`src/rtl/delay_pkg.sv`:
```
// -----------------------------------------------------------------------------
// delay_pkg
// Shared types and constants for the tri-state delay driver.
//   DLY_W    : width of every delay countdown
//   DLY_MAX  : largest delay a parameter may request
//   d_state_t: data-path FSM encoding   (D_IDLE, D_PEND)
//   e_state_t: enable-path FSM encoding (E_OFF, E_ON, E_DRAIN)
// -----------------------------------------------------------------------------
package delay_pkg;

  localparam int DLY_W   = 4;
  localparam int DLY_MAX = 15;

  // Data path: IDLE means din == dout, PEND means a change is being timed.
  typedef logic [0:0] d_state_t;
  localparam d_state_t D_IDLE = 1'b0;
  localparam d_state_t D_PEND = 1'b1;

  // Enable path: DRAIN keeps the pad driven while oe has been low too briefly.
  typedef logic [1:0] e_state_t;
  localparam e_state_t E_OFF   = 2'd0;
  localparam e_state_t E_ON    = 2'd1;
  localparam e_state_t E_DRAIN = 2'd2;

endpackage

```
`src/rtl/tri_delay_driver_if.sv`:
```
// -----------------------------------------------------------------------------
// tri_delay_driver_if
// Signal bundle between a tri-state delay driver and its user.
//   din     : data to be delayed                 (master -> slave)
//   oe      : requested output enable            (master -> slave)
//   dout    : delayed, inertially filtered data  (slave -> master)
//   dout_en : pad driver enable                  (slave -> master)
//   busy    : a delay countdown is pending       (slave -> master)
// -----------------------------------------------------------------------------
interface tri_delay_driver_if;

  logic din;
  logic oe;
  logic dout;
  logic dout_en;
  logic busy;

  modport master (output din, oe, input dout, dout_en, busy);
  modport slave  (input din, oe, output dout, dout_en, busy);

endinterface

```
`src/rtl/inertial_cnt.sv`:
```
// -----------------------------------------------------------------------------
// inertial_cnt
// One saturating down-counter used to time an inertial delay.
//   clk      : clock, rising edge
//   rst      : synchronous active-high reset, clears the count
//   load     : load load_val (has priority over dec)
//   load_val : value to load
//   dec      : decrement by one; ignored when the count is already zero
//   last     : count is 1, so the decrement on this edge reaches zero
// -----------------------------------------------------------------------------
module inertial_cnt
  import delay_pkg::*;
(
  input  logic             clk,
  input  logic             rst,
  input  logic             load,
  input  logic [DLY_W-1:0] load_val,
  input  logic             dec,
  output logic             last
);

  logic [DLY_W-1:0] cnt;

  // NOTE: sequential state is always written with <= so every flop samples
  // the pre-edge values of its neighbours, independent of block ordering.
  always_ff @(posedge clk) begin
    if (rst) begin
      cnt <= '0;
    end else if (load) begin
      cnt <= load_val;
    end else if (dec && (cnt != '0)) begin
      cnt <= cnt - DLY_W'(1);
    end
  end

  // The owner acts on the edge whose decrement lands on zero, which makes a
  // load of D-1 produce exactly D cycles of latency from the first sample.
  assign last = (cnt == DLY_W'(1));

endmodule

```
`src/rtl/tri_delay_driver.sv`:
```
// -----------------------------------------------------------------------------
// tri_delay_driver
// Inertial delay on data plus a delayed turn-off on the pad enable.
// A din change must hold for RISE_DLY/FALL_DLY cycles before dout follows;
// shorter pulses are swallowed. dout_en turns on one cycle after oe and turns
// off only after oe has been low OFF_DLY cycles in a row.
//   Parameters: RISE_DLY, FALL_DLY, OFF_DLY (each 1..15)
//   clk  : clock, rising edge
//   rst  : synchronous active-high reset
//   bus  : tri_delay_driver_if.slave (din, oe in; dout, dout_en, busy out)
//   pad  : inout pad, driven with dout while dout_en=1, else 'z
//          (present only when TRI_DELAY_PAD_EN is defined)
// -----------------------------------------------------------------------------
module tri_delay_driver
  import delay_pkg::*;
#(
  parameter int RISE_DLY = 2,
  parameter int FALL_DLY = 1,
  parameter int OFF_DLY  = 3
) (
  input  logic              clk,
  input  logic              rst,
  tri_delay_driver_if.slave bus
`ifdef TRI_DELAY_PAD_EN
  ,
  inout  wire               pad
`endif
);

  if (RISE_DLY < 1 || RISE_DLY > DLY_MAX) begin : g_bad_rise
    $error("tri_delay_driver: RISE_DLY=%0d outside 1..%0d", RISE_DLY, DLY_MAX);
  end
  if (FALL_DLY < 1 || FALL_DLY > DLY_MAX) begin : g_bad_fall
    $error("tri_delay_driver: FALL_DLY=%0d outside 1..%0d", FALL_DLY, DLY_MAX);
  end
  if (OFF_DLY < 1 || OFF_DLY > DLY_MAX) begin : g_bad_off
    $error("tri_delay_driver: OFF_DLY=%0d outside 1..%0d", OFF_DLY, DLY_MAX);
  end

  localparam logic [DLY_W-1:0] RISE_LOAD = DLY_W'(RISE_DLY - 1);
  localparam logic [DLY_W-1:0] FALL_LOAD = DLY_W'(FALL_DLY - 1);
  localparam logic [DLY_W-1:0] OFF_LOAD  = DLY_W'(OFF_DLY - 1);

  // ---------------------------------------------------------------- data path
  d_state_t         d_state, d_state_n;
  logic             dout_q, dout_n;
  logic             d_load, d_dec, d_last;
  logic [DLY_W-1:0] d_load_val;

  inertial_cnt u_data_cnt (
    .clk      (clk),
    .rst      (rst),
    .load     (d_load),
    .load_val (d_load_val),
    .dec      (d_dec),
    .last     (d_last)
  );

  // NOTE: every output of this block gets a default first, so no path
  // through the case leaves a signal unassigned and no latch is inferred.
  always_comb begin
    d_state_n  = d_state;
    dout_n     = dout_q;
    d_load     = 1'b0;
    d_dec      = 1'b0;
    d_load_val = bus.din ? RISE_LOAD : FALL_LOAD;
    case (d_state)
      D_IDLE: begin
        if (bus.din != dout_q) begin
          if (d_load_val == '0) begin
            dout_n = bus.din;             // one-cycle delay: plain register
          end else begin
            d_load    = 1'b1;
            d_state_n = D_PEND;
          end
        end
      end
      D_PEND: begin
        if (bus.din == dout_q) begin
          d_state_n = D_IDLE;             // pulse too short, rejected
        end else begin
          d_dec = 1'b1;
          if (d_last) begin
            dout_n    = bus.din;
            d_state_n = D_IDLE;
          end
        end
      end
      default: d_state_n = D_IDLE;
    endcase
  end

  always_ff @(posedge clk) begin
    if (rst) begin
      d_state <= D_IDLE;
      dout_q  <= 1'b0;
    end else begin
      d_state <= d_state_n;
      dout_q  <= dout_n;
    end
  end

  // -------------------------------------------------------------- enable path
  e_state_t e_state, e_state_n;
  logic     en_q, en_n;
  logic     e_load, e_dec, e_last;

  inertial_cnt u_en_cnt (
    .clk      (clk),
    .rst      (rst),
    .load     (e_load),
    .load_val (OFF_LOAD),
    .dec      (e_dec),
    .last     (e_last)
  );

  always_comb begin
    e_state_n = e_state;
    en_n      = en_q;
    e_load    = 1'b0;
    e_dec     = 1'b0;
    case (e_state)
      E_OFF: begin
        if (bus.oe) begin
          en_n      = 1'b1;
          e_state_n = E_ON;
        end
      end
      E_ON: begin
        if (!bus.oe) begin
          if (OFF_LOAD == '0) begin
            en_n      = 1'b0;
            e_state_n = E_OFF;
          end else begin
            e_load    = 1'b1;
            e_state_n = E_DRAIN;
          end
        end
      end
      E_DRAIN: begin
        if (bus.oe) begin
          e_state_n = E_ON;               // oe came back before the drain ended
        end else begin
          e_dec = 1'b1;
          if (e_last) begin
            en_n      = 1'b0;
            e_state_n = E_OFF;
          end
        end
      end
      default: begin
        en_n      = 1'b0;
        e_state_n = E_OFF;
      end
    endcase
  end

  always_ff @(posedge clk) begin
    if (rst) begin
      e_state <= E_OFF;
      en_q    <= 1'b0;
    end else begin
      e_state <= e_state_n;
      en_q    <= en_n;
    end
  end

  // ------------------------------------------------------------------ outputs
  assign bus.dout    = dout_q;
  assign bus.dout_en = en_q;
  assign bus.busy    = (d_state == D_PEND) || (e_state == E_DRAIN);

`ifdef TRI_DELAY_PAD_EN
  assign pad = en_q ? dout_q : 1'bz;
`endif

endmodule

```
`src/flat_wrapper.sv`:
```
// flat-port wrapper written by rule: the top's interface ports become plain ports
module tri_delay_driver_flat import delay_pkg::*;
#(
  parameter int RISE_DLY = 2,
  parameter int FALL_DLY = 1,
  parameter int OFF_DLY  = 3
)
  (clk, rst, bus_din, bus_oe, bus_dout, bus_dout_en, bus_busy);
  tri_delay_driver_if bus_i ();
  input  logic clk;
  input  logic rst;
  input wire logic [$bits(bus_i.din)-1:0] bus_din;
  input wire logic [$bits(bus_i.oe)-1:0] bus_oe;
  output wire logic [$bits(bus_i.dout)-1:0] bus_dout;
  output wire logic [$bits(bus_i.dout_en)-1:0] bus_dout_en;
  output wire logic [$bits(bus_i.busy)-1:0] bus_busy;
  assign bus_i.din = bus_din;
  assign bus_i.oe = bus_oe;
  assign bus_dout = bus_i.dout;
  assign bus_dout_en = bus_i.dout_en;
  assign bus_busy = bus_i.busy;
  tri_delay_driver #(.RISE_DLY(RISE_DLY), .FALL_DLY(FALL_DLY), .OFF_DLY(OFF_DLY)) u_core (.clk(clk), .rst(rst), .bus(bus_i));
endmodule
```
`config.mk`:
```
export PLATFORM = sky130hd
export DESIGN_NAME = tri_delay_driver_flat
export DESIGN_NICKNAME = d
export VERILOG_FILES = /design/src/rtl/delay_pkg.sv /design/src/rtl/tri_delay_driver_if.sv /design/src/rtl/inertial_cnt.sv /design/src/rtl/tri_delay_driver.sv /design/src/flat_wrapper.sv
export SDC_FILE = /design/constraint.sdc
export NUM_CORES = 1
export LEC_CHECK = 0
export CAP_MARGIN = 0
export CORE_AREA = 2 2 39 41
export DETAILED_ROUTE_END_ITERATION = 10
export DIE_AREA = 0 0 41 43
export HOLD_SLACK_MARGIN = 0.1
export PLACE_DENSITY_LB_ADDON = 0.25
export SYNTH_ARGS = -nofsm -noshare
export SYNTH_HDL_FRONTEND = slang
export SYNTH_SLANG_ARGS = --single-unit
```
`constraint.sdc`:
```
create_clock -name clk -period 4.12 [get_ports clk]
set_input_delay 1.236 -clock clk [delete_from_list [all_inputs] [get_ports clk]]
set_output_delay 1.236 -clock clk [all_outputs]
set_load 0.01 [all_outputs]
```
==> results.py, run 1 <==
metrics = {
    "outcome": {
        "outcome": "finished clean",
    },
    "placed_design": {
        "place_hpwl_um": 998,
        "gp_congestion": 0.723,
        "post_dp_cell_area_sq_um": 801,
        "preCtsSetupSlack_ps": 1000,
        "port_buffers": 6,
    },
    "synth": {
        "synth-seq-area-share_pct": 35.7,
        "synthesis.area_sq_um": 729,
        "yosys.area.top_type_share_pct": 35.7,
        "syn_nets": 94,
        "postSynthAreaPerCell_sq_um": 8.68,
        "synth_area_leaders": "dfxtp_1 (36%), ha_1 (10%), a211oi_1 (9.3%), inv_1 (5.1%), o21ai_0 (4.8%)",
        "syn_inst": 84,
        "synth_largest_area_cell": "dfxtp_1",
        "synth_seq_cells": 13,
        "synth_warnings": 0,
        "synth_cell_type_count": 26,
    },
    "final_layout": {
        "num_antenna_cells": 0,
        "post-route-util_pct": 59.8,
        "layout-drive-gt1-share_pct": 7.61,
        "area_delta_synth_final_pct": 13.4,
        "final_net_count": 103,
        "fin_area_sq_um": 827,
    },
    "clock_tree": {
        "hold_buffers": 0,
        "cts_buffer_depth": 2,
        "clock_tree.root_cell": "clkbuf_4",
        "cts_sinks": 13,
        "cts_resized": 0,
        "cts_setup_buffers": 0,
        "cts.clk_slew.worst_paths_ps": 80,
        "cts_tree": "yes",
        "htreeDepth": 1,
        "worstSkewPairLatency_ps": 280,
        "cts_inserted_buffers": 3,
    },
    "pwr": {
        "p_leak_nw": 0.303,
        "power_density_nw_per_um2": 306,
        "worst_ir_drop_vdd_uv": 200,
    },
    "hold_path": {
        "min_from": "u_core.bus.dout_en$_SDFFE_PP0P_",
        "hp-class": "flop to flop",
        "hold_depth": 2,
        "hold_path_end": "u_core.bus.dout_en$_SDFFE_PP0P_",
    },
    "timing": {
        "rsz0062_at_grt": "false",
        "hold_viol": 0,
        "period_needed_ps": 2810,
        "finalCritPeriodShare_pct": 68.1,
        "timing.final.ws_setup_ps": 1310,
        "finalMaxSlewViolations": 0,
        "fmax_ghz": 0.356,
        "skew_ps": 2.16,
        "max-slew-margin-rel_pct": 61.7,
        "finalSetupViolations": 0,
        "worst_pin_slew_ps": 573,
        "tns_ps": 0,
    },
    "die": {
        "pin_count": 7,
        "num_rows": 14,
        "chipWidth_um": 41,
        "core-area_sq_um": 1380,
        "fp.dieH_um": 43,
        "start_util_pct": 52.7,
        "dieArea_sq_um": 1760,
    },
    "global_routing": {
        "globalRouteOverflowTotal": 0,
        "grt_start_max_net_pins": 15,
        "grt_pass1_wl_um": 2470,
        "top_usage_layer": "met2",
        "grt_pass1_vias": 563,
        "grt.total_usage_pct": 21.2,
        "grtUsageMet3_pct": 4.71,
        "use_met1_pct": 27.7,
        "antenna_found_initial": 0,
        "use_met2_pct": 29.7,
    },
    "critical_path": {
        "cpPeakStageDelay_ps": 530,
        "critPathMaxFanout": 8,
        "critical_path_class": "input pin to flop",
        "rr_endpoint": "u_core.u_data_cnt.cnt[3]$_SDFFE_PP0P_",
        "endpoint_kind": "flop",
        "cp-start-kind": "input pin",
        "path_cells": "clkdlybuf4s50_1 -> ha_1 -> nand2b_1 -> or4_1 -> a211oi_1",
        "reg2reg_slack_ps": 2320,
        "cp.required_ps": 4310,
        "cp_data_arrival_time_ps": 3000,
        "rr_worst_depth": 5,
        "cp_slowest_cell": "or4_1",
        "r2r-start": "u_core.bus.dout$_SDFFE_PP0P_",
    },
    "routing": {
        "drt-vias-per-instance": 5.64,
        "drc": 0,
        "drt_pass1_iterations": 2,
        "drtIter0Drc": 8,
        "vias": 609,
        "routedWlPerCell_um": 12.0,
        "drt_wl_total_um": 1300,
        "antenna_left": 0,
    },
    "job": {
        "cap_violations": 0,
    },
}
## Yosys cell counts
library cell	count
nand2_1	1
buf_2	1
maj3_1	1
o21ai_0	7
a311oi_1	1
a21oi_1	2
dfxtp_1	13
or3_1	5
or3b_2	3
and2b_1	1
or2_2	1
nor3b_1	2
o211a_1	1
nand2b_1	2
nor2_1	4
and2_1	1
nor3_1	2
ha_1	6
nor2b_1	3
a211oi_1	9
o32ai_1	1
or4_1	4
clkbuf_1	1
a31oi_1	1
or3b_1	1
inv_1	10
## how the worst max path moves through the flow
stage / start / end / cells after the start
global placement: bus_din / u_core.u_data_cnt.cnt[3]$_SDFFE_PP0P_ / 5
CTS: bus_din / u_core.u_data_cnt.cnt[3]$_SDFFE_PP0P_ / 5
global route: bus_din / u_core.u_data_cnt.cnt[3]$_SDFFE_PP0P_ / 5
finish: bus_din / u_core.u_data_cnt.cnt[3]$_SDFFE_PP0P_ / 5
detailed placement: bus_din / u_core.u_data_cnt.cnt[3]$_SDFFE_PP0P_ / 5
floorplan: bus_din / u_core.u_data_cnt.cnt[3]$_SDFFE_PP0P_ / 4
## layout make-up
class	count	area (sq um)
inverters	10	37.5
flip-flops and latches	13	260
well taps	16	20.0
multi-input cells	59	423
repair buffers	6	60.1
fillers	144	557
clock buffers	4	26.3
## per-stage QoR
stage / std cells / total power [W] / hold WS (ps)
CTS: 108 / 0.000256 / 500
global route: 108 / 0.000271 / 547
global placement: 104 / 0.000175 / 481
finish: 108 / 0.000253 / 499
detailed placement: 104 / 0.000176 / 488
floorplan: 84 / 0.000162 / 469
## routing by layer
layer / vias up / part of all wire, %
li1: 319 / -
met1: 279 / 47
met2: 6 / 47
met3: 5 / 2.3
met4: 0 / 3.2
met5: - / 0
## state kept, by name, indices dropped and copies added, names as in the netlist
register,count
u_core.d_state,1
u_core.bus.dout_en,1
u_core.bus.dout,1
u_core.u_en_cnt.cnt,4
u_core.u_data_cnt.cnt,4
u_core.e_state,2
## worst max-delay path, delay by kind of cell
kind            cells  cell delay [ps]
compound gates      1              230
fa+ha+maj           1              260
buf+inv             1              500
simple gates        2              760
## kinds of logic (layout without fill, tap and decap cells)
group / Yosys count / after routing / share of synthesized area (%)
adder cells (fa/ha/maj): 7 / 7 / 11.7
flip-flops: 13 / 13 / 35.7
AO/OA/AOI/OAI: 22 / 22 / 20.1
buffers and inverters: 12 / 20 / 6.35
AND/OR/NAND/NOR: 30 / 30 / 26.2
## report_power, final
group | internal [W] | total (W) | switching [W]
clock network | 0.0000376 | 0.0000800 | 0.0000424
logic | 0.0000190 | 0.0000380 | 0.0000190
registers | 0.000130 | 0.000135 | 0.00000454
total | 0.000187 | 0.000253 | 0.0000659
## layout by cell type, fill, tap and decap left out, types with 2 or more instances in the layout
master           netlist  routed
dfxtp_1               13      13
inv_1                 10      10
a211oi_1               9       9
o21ai_0                7       7
ha_1                   6       6
clkdlybuf4s50_1        0       6
or3_1                  5       5
or4_1                  4       4
nor2_1                 4       4
nor2b_1                3       3
or3b_2                 3       3
clkbuf_4               0       3
nor3b_1                2       2
nor3_1                 2       2
nand2b_1               2       2
a21oi_1                2       2
Power figures use the tool's default switching activity.
==> inputs of run 2 (changes only) <==
--- a/config.mk
+++ b/config.mk
@@ -6,9 +6,9 @@
 export NUM_CORES = 1
 export LEC_CHECK = 0
 export CAP_MARGIN = 0
-export CORE_AREA = 2 2 39 41
+export CORE_MARGIN = 2
+export CORE_UTILIZATION = 53
 export DETAILED_ROUTE_END_ITERATION = 10
-export DIE_AREA = 0 0 41 43
 export HOLD_SLACK_MARGIN = 0.1
 export PLACE_DENSITY_LB_ADDON = 0.25
 export SYNTH_ARGS = -nofsm -noshare
==> constraint.sdc (replaced) <==
create_clock -name clk -period 2.9 [get_ports clk]
set_input_delay 0.87 -clock clk [delete_from_list [all_inputs] [get_ports clk]]
set_output_delay 0.87 -clock clk [all_outputs]
set_load 0.01 [all_outputs]
==> run 2 against run 1 <==
  * Worst setup slack worse by 850 ps
  * Global-route usage down 1.5 points
  * Combinational power up 43%
  * Design area unchanged
  * Flip-flop and latch count unchanged
  * Total power up 43%
  * Core utilization up 3.8 points
  * Clock power up 44%
  * Worst hold slack worse by 4.5 ps
  * Critical path depth unchanged
  * Non-clock buffer count unchanged
==> results.py, run 2 (synthesis gave the netlist of run 1 again) <==
metrics = {
    "timing": {
        "fmax_ghz": 0.411,
        "skew_ps": 3.15,
        "worst_pin_slew_ps": 567,
        "rsz0062_at_grt": "false",
        "tns_ps": 0,
        "finalSetupViolations": 0,
        "finalCritPeriodShare_pct": 83.9,
        "finalMaxSlewViolations": 0,
        "max-slew-margin-rel_pct": 62.1,
        "hold_viol": 0,
        "hold_ws_ps": 495,
        "period_needed_ps": 2430,
    },
    "clock_tree": {
        "cts_resized": 0,
        "cts_sinks": 13,
        "worstSkewPairLatency_ps": 280,
        "cts.clk_slew.worst_paths_ps": 80,
        "clock_tree.root_cell": "clkbuf_4",
        "cts_setup_buffers": 0,
        "cts_tree": "yes",
        "cts_buffer_depth": 2,
        "hold_buffers": 0,
        "htreeDepth": 1,
        "cts_inserted_buffers": 3,
    },
    "hold_path": {
        "hp-class": "flop to flop",
    },
    "pwr": {
        "p_leak_nw": 0.305,
        "p_seq_share_pct": 53.1,
        "p_switching_w": 0.0000974,
        "netSwitchingFraction_pct": 27.0,
        "pwr-share-comb_pct": 15.1,
        "worst_ir_drop_vdd_uv": 247,
        "intPower_w": 0.000263,
        "power_density_nw_per_um2": 436,
        "clkPwrFrac_pct": 31.8,
    },
    "global_routing": {
        "globalRouteOverflowTotal": 0,
        "grt_pass1_wl_um": 2120,
        "antenna_found_initial": 0,
        "grt_pass1_vias": 513,
        "grt_start_max_net_pins": 15,
        "grt.total_usage_pct": 19.7,
    },
    "critical_path": {
        "critPathMaxFanout": 8,
        "cp_slowest_cell": "or4_1",
        "critical_path_class": "input pin to flop",
        "path_cells": "clkdlybuf4s50_1 -> ha_1 -> nand2b_1 -> or4_1 -> a211oi_1",
        "cp_data_arrival_time_ps": 2630,
        "reg2reg_slack_ps": 1110,
        "path_buf_inv": 1,
        "critPathTopFamily": "simple AND/OR/NAND/NOR gates",
        "cpPeakStageDelay_ps": 520,
        "endpoint_kind": "flop",
        "cp-start-kind": "input pin",
        "cp.required_ps": 3100,
    },
    "job": {
        "cap_violations": 0,
    },
    "final_layout": {
        "fillCellCount": 137,
        "num_antenna_cells": 0,
        "layout_commonest_cell": "dfxtp_1",
        "area_delta_synth_final_pct": 13.4,
        "regArea_sq_um": 260,
        "reg_top3": "u_core.u_data_cnt.cnt (4), u_core.u_en_cnt.cnt (4), u_core.e_state (2)",
        "layout-drive-gt1-share_pct": 8.70,
        "multi_input_area_sq_um": 423,
        "final_cell_mix": "dfxtp_1 (13), inv_1 (10), a211oi_1 (9)",
        "final_net_count": 103,
    },
    "die": {
        "pin_count": 7,
        "fp.dieH_um": 41.1,
        "start_util_pct": 56.1,
        "chipWidth_um": 41.1,
        "core-area_sq_um": 1300,
        "dieArea_sq_um": 1690,
        "num_rows": 13,
    },
    "routing": {
        "drt_pass1_iterations": 4,
        "wl_met1_um": 722,
        "vias": 604,
        "drtIter0Drc": 13,
        "drt_wl_total_um": 1340,
        "met2_wirelength_um": 531,
        "drc": 0,
        "drt-vias-per-instance": 5.64,
        "met3_length_um": 35,
        "routedWlPerCell_um": 12.5,
        "antenna_left": 0,
        "routed.top_layer": "met4",
    },
    "placed_design": {
        "port_buffers": 6,
        "gp_congestion": 0.794,
        "place_hpwl_um": 1030,
    },
    "outcome": {
        "outcome": "finished clean",
    },
}
-- run 2: cell types whose count changed in the layout (fill, tap and decap cells not counted), sizes merged --
cell    previous run  this run
clkinv             0         1
clkbuf             4         3
-- run 2: area by class of cell --
type                            count  area share, %
Timing Repair Buffer                6           7.26
Tap cell                           15           2.27
Clock inverter                      1          0.605
Clock buffer                        3           2.72
Multi-Input combinational cell     59           51.1
Sequential cell                    13           31.5
Inverter                           10           4.54
-- run 2: worst register-to-register path, delay by kind of cell (launching register included) --
| kind | cells | cell delay, ps |
|---|---|---|
| flops | 1 | 360 |
| buf+inv | 1 | 50 |
| fa+ha+maj | 1 | 310 |
| compound gates | 1 | 220 |
| simple gates | 2 | 770 |
-- run 2: stage by stage --
step	util, %	setup WS [ps]	std cells	power, W	instance area (sq um)
global route	63.6	370	107	0.000380	827
floorplan	-	752	84	0.000230	729
detailed placement	61.4	170	103	0.000250	800
CTS	63.6	461	107	0.000366	827
global placement	61.4	221	103	0.000248	800
finish	63.6	466	107	0.000361	827
-- run 2: power by group through the flow --
stage          sequential (W)  clock (W)  combinational (W)
2_1_floorplan        0.000195          0          0.0000355
3_3_place_gp         0.000195          0          0.0000528
3_5_place_dp         0.000196          0          0.0000544
4_1_cts              0.000192   0.000120          0.0000547
5_1_grt              0.000193   0.000126          0.0000614
6_report             0.000192   0.000115          0.0000543
-- run 2: final timing paths --
path	depth (start not counted)	end	from
max reg2reg	5	u_core.u_data_cnt.cnt[3]$_SDFFE_PP0P_	u_core.bus.dout$_SDFFE_PP0P_
min	2	u_core.bus.dout_en$_SDFFE_PP0P_	u_core.bus.dout_en$_SDFFE_PP0P_
min reg2reg	2	u_core.bus.dout_en$_SDFFE_PP0P_	u_core.bus.dout_en$_SDFFE_PP0P_
max	5	u_core.u_data_cnt.cnt[3]$_SDFFE_PP0P_	bus_din
-- run 2: layer usage --
| layer | GRT usage (%) | vias up |
|---|---|---|
| met3 | 3.26 | 5 |
| met4 | 14.5 | 0 |
| li1 | - | 324 |
| met1 | 26.4 | 265 |
| met5 | 0 | - |
| met2 | 27.7 | 10 |
==> inputs of run 3 (changes only) <==
==> constraint.sdc (replaced) <==
create_clock -name clk -period 2.3 [get_ports clk]
set_input_delay 0.69 -clock clk [delete_from_list [all_inputs] [get_ports clk]]
set_output_delay 0.69 -clock clk [all_outputs]
set_load 0.01 [all_outputs]
==> run 3 against run 2 <==
  * Final cell count rose by 5.6%
  * Sequential power is 26% higher
  * Clock-buffer cell count is 1 higher
  * Register-to-register slack lost 560 ps
  * Sequential share of layout area is 1.6 points lower
  * Worst hold slack better by 10 ps
  * Critical path depth is 2 lower
==> results.py, run 3 (synthesis gave the netlist of run 1 again) <==
metrics = {
    "die": {
        "start_util_pct": 56.1,
        "dieArea_sq_um": 1690,
        "pin_count": 7,
        "num_rows": 13,
        "chipWidth_um": 41.1,
        "core-area_sq_um": 1300,
        "fp.dieH_um": 41.1,
    },
    "clock_tree": {
        "cts_resized": 0,
        "cts_inserted_buffers": 3,
        "cts_buffer_depth": 2,
        "worstSkewPairLatency_ps": 280,
        "clock_tree.root_cell": "clkbuf_4",
        "cts_setup_buffers": 0,
        "hold_buffers": 0,
        "htreeDepth": 1,
        "cts_sinks": 13,
        "cts.clk_slew.worst_paths_ps": 70,
        "cts_tree": "yes",
    },
    "final_layout": {
        "layout-drive-gt1-share_pct": 13.3,
        "post-route-util_pct": 66.9,
        "area_delta_synth_final_pct": 19.4,
        "layout_commonest_cell": "dfxtp_1",
        "finalNonFillerCells": 113,
        "num_antenna_cells": 0,
        "fillCellCount": 122,
        "final_cell_mix": "dfxtp_1 (13), inv_1 (10), a211oi_1 (9)",
        "final_net_count": 109,
        "reg_top3": "u_core.u_data_cnt.cnt (4), u_core.u_en_cnt.cnt (4), u_core.e_state (2)",
    },
    "placed_design": {
        "preCtsSetupSlack_ps": -142,
        "place_hpwl_um": 1040,
        "gp_congestion": 0.773,
        "dp_cells": 109,
        "port_buffers": 6,
    },
    "routing": {
        "drc": 0,
        "drt_pass1_iterations": 4,
        "drt-vias-per-instance": 5.82,
        "vias": 658,
        "drtIter0Drc": 15,
        "routedWlPerCell_um": 12.2,
        "antenna_left": 0,
        "drt_wl_total_um": 1380,
    },
    "critical_path": {
        "timing.critical_path.from": "u_core.e_state[1]$_SDFFE_PP0P_",
        "endpoint_kind": "output pin",
        "endpoint": "bus_busy",
        "cp-start-kind": "flop",
        "critical_path_class": "flop to output pin",
        "cp.required_ps": 1610,
        "cp_data_arrival_time_ps": 1530,
        "rr_worst_depth": 5,
        "reg2reg_slack_ps": 550,
        "rr_endpoint": "u_core.u_data_cnt.cnt[3]$_SDFFE_PP0P_",
        "critPathMaxFanout": 6,
        "r2r-start": "u_core.bus.dout$_SDFFE_PP0P_",
    },
    "pwr": {
        "worst_ir_drop_vdd_uv": 353,
        "p_leak_nw": 0.330,
        "power_density_nw_per_um2": 527,
    },
    "global_routing": {
        "grt_start_max_net_pins": 15,
        "globalRouteOverflowTotal": 0,
        "antenna_found_initial": 0,
        "grt.total_usage_pct": 20.8,
        "grt_pass1_vias": 522,
        "grt_pass1_wl_um": 2230,
    },
    "job": {
        "cap_violations": 0,
    },
    "timing": {
        "hold_viol": 0,
        "fmax_ghz": 0.450,
        "finalMaxSlewViolations": 0,
        "finalCritPeriodShare_pct": 96.7,
        "rsz0062_at_grt": "false",
        "max-slew-margin-rel_pct": 62.7,
        "worst_pin_slew_ps": 559,
        "period_needed_ps": 2220,
        "finalSetupViolations": 0,
        "timing.final.ws_setup_ps": 76.5,
        "skew_ps": 5.11,
    },
    "hold_path": {
        "hp-class": "flop to flop",
    },
    "outcome": {
        "outcome": "finished clean",
    },
}
## run 3: cell count changes in the layout (fill, tap and decap cells not counted)
cell	delta
buf_4	+6
clkinv_2	-1
clkbuf_1	+1
## run 3: area by class of cell
type / instances / area (sq um) / area share (%)
multi-input cells: 59 / 423 / 48.6
well taps: 15 / 18.8 / 2.16
repair buffers: 12 / 105 / 12.1
inverters: 10 / 37.5 / 4.31
flip-flops and latches: 13 / 260 / 29.9
clock buffers: 4 / 26.3 / 3.02
## run 3: worst min path at each step
stage | slack (ps) | start | depth (start not counted) | to
CTS | 510 | u_core.bus.dout_en$_SDFFE_PP0P_ | 2 | u_core.bus.dout_en$_SDFFE_PP0P_
floorplan | 470 | u_core.u_en_cnt.cnt[3]$_SDFFE_PP0P_ | 2 | u_core.u_en_cnt.cnt[3]$_SDFFE_PP0P_
global route | 550 | u_core.bus.dout_en$_SDFFE_PP0P_ | 2 | u_core.bus.dout_en$_SDFFE_PP0P_
detailed placement | 500 | u_core.bus.dout_en$_SDFFE_PP0P_ | 2 | u_core.bus.dout_en$_SDFFE_PP0P_
finish | 510 | u_core.bus.dout_en$_SDFFE_PP0P_ | 2 | u_core.bus.dout_en$_SDFFE_PP0P_
global placement | 480 | u_core.bus.dout_en$_SDFFE_PP0P_ | 2 | u_core.bus.dout_en$_SDFFE_PP0P_
## run 3: where the power goes
part,switching (W),internal [W],leakage [nW],total [W]
clock,0.0000744,0.0000674,0.0150,0.000142
combinational,0.0000367,0.0000391,0.209,0.0000758
sequential,0.00000845,0.000233,0.106,0.000242
## run 3: metal layers
metal  global-route usage (%)  routed length, um  part of all wire [%]
met5                        0                  0                     0
met4                     4.84                 17                   1.2
met3                     9.78                 93                   6.8
met2                     29.3                548                    40
met1                     28.3                716                    52
## run 3: worst max-delay path: stages, from the launching register on
cell	delay, ps
dfxtp_1	360
nor2b_1	160
or2_2	270
clkdlybuf4s50_1	470
## run 3: through the flow
step	hold slack [ps]	total power (W)	area, sq um	setup TNS [ps]
2_1_floorplan	469	0.000290	729	0
3_3_place_gp	479	0.000320	845	-331
3_5_place_dp	496	0.000322	845	-378
4_1_cts	512	0.000463	871	0
5_1_grt	552	0.000484	871	0
6_report	505	0.000459	871	0
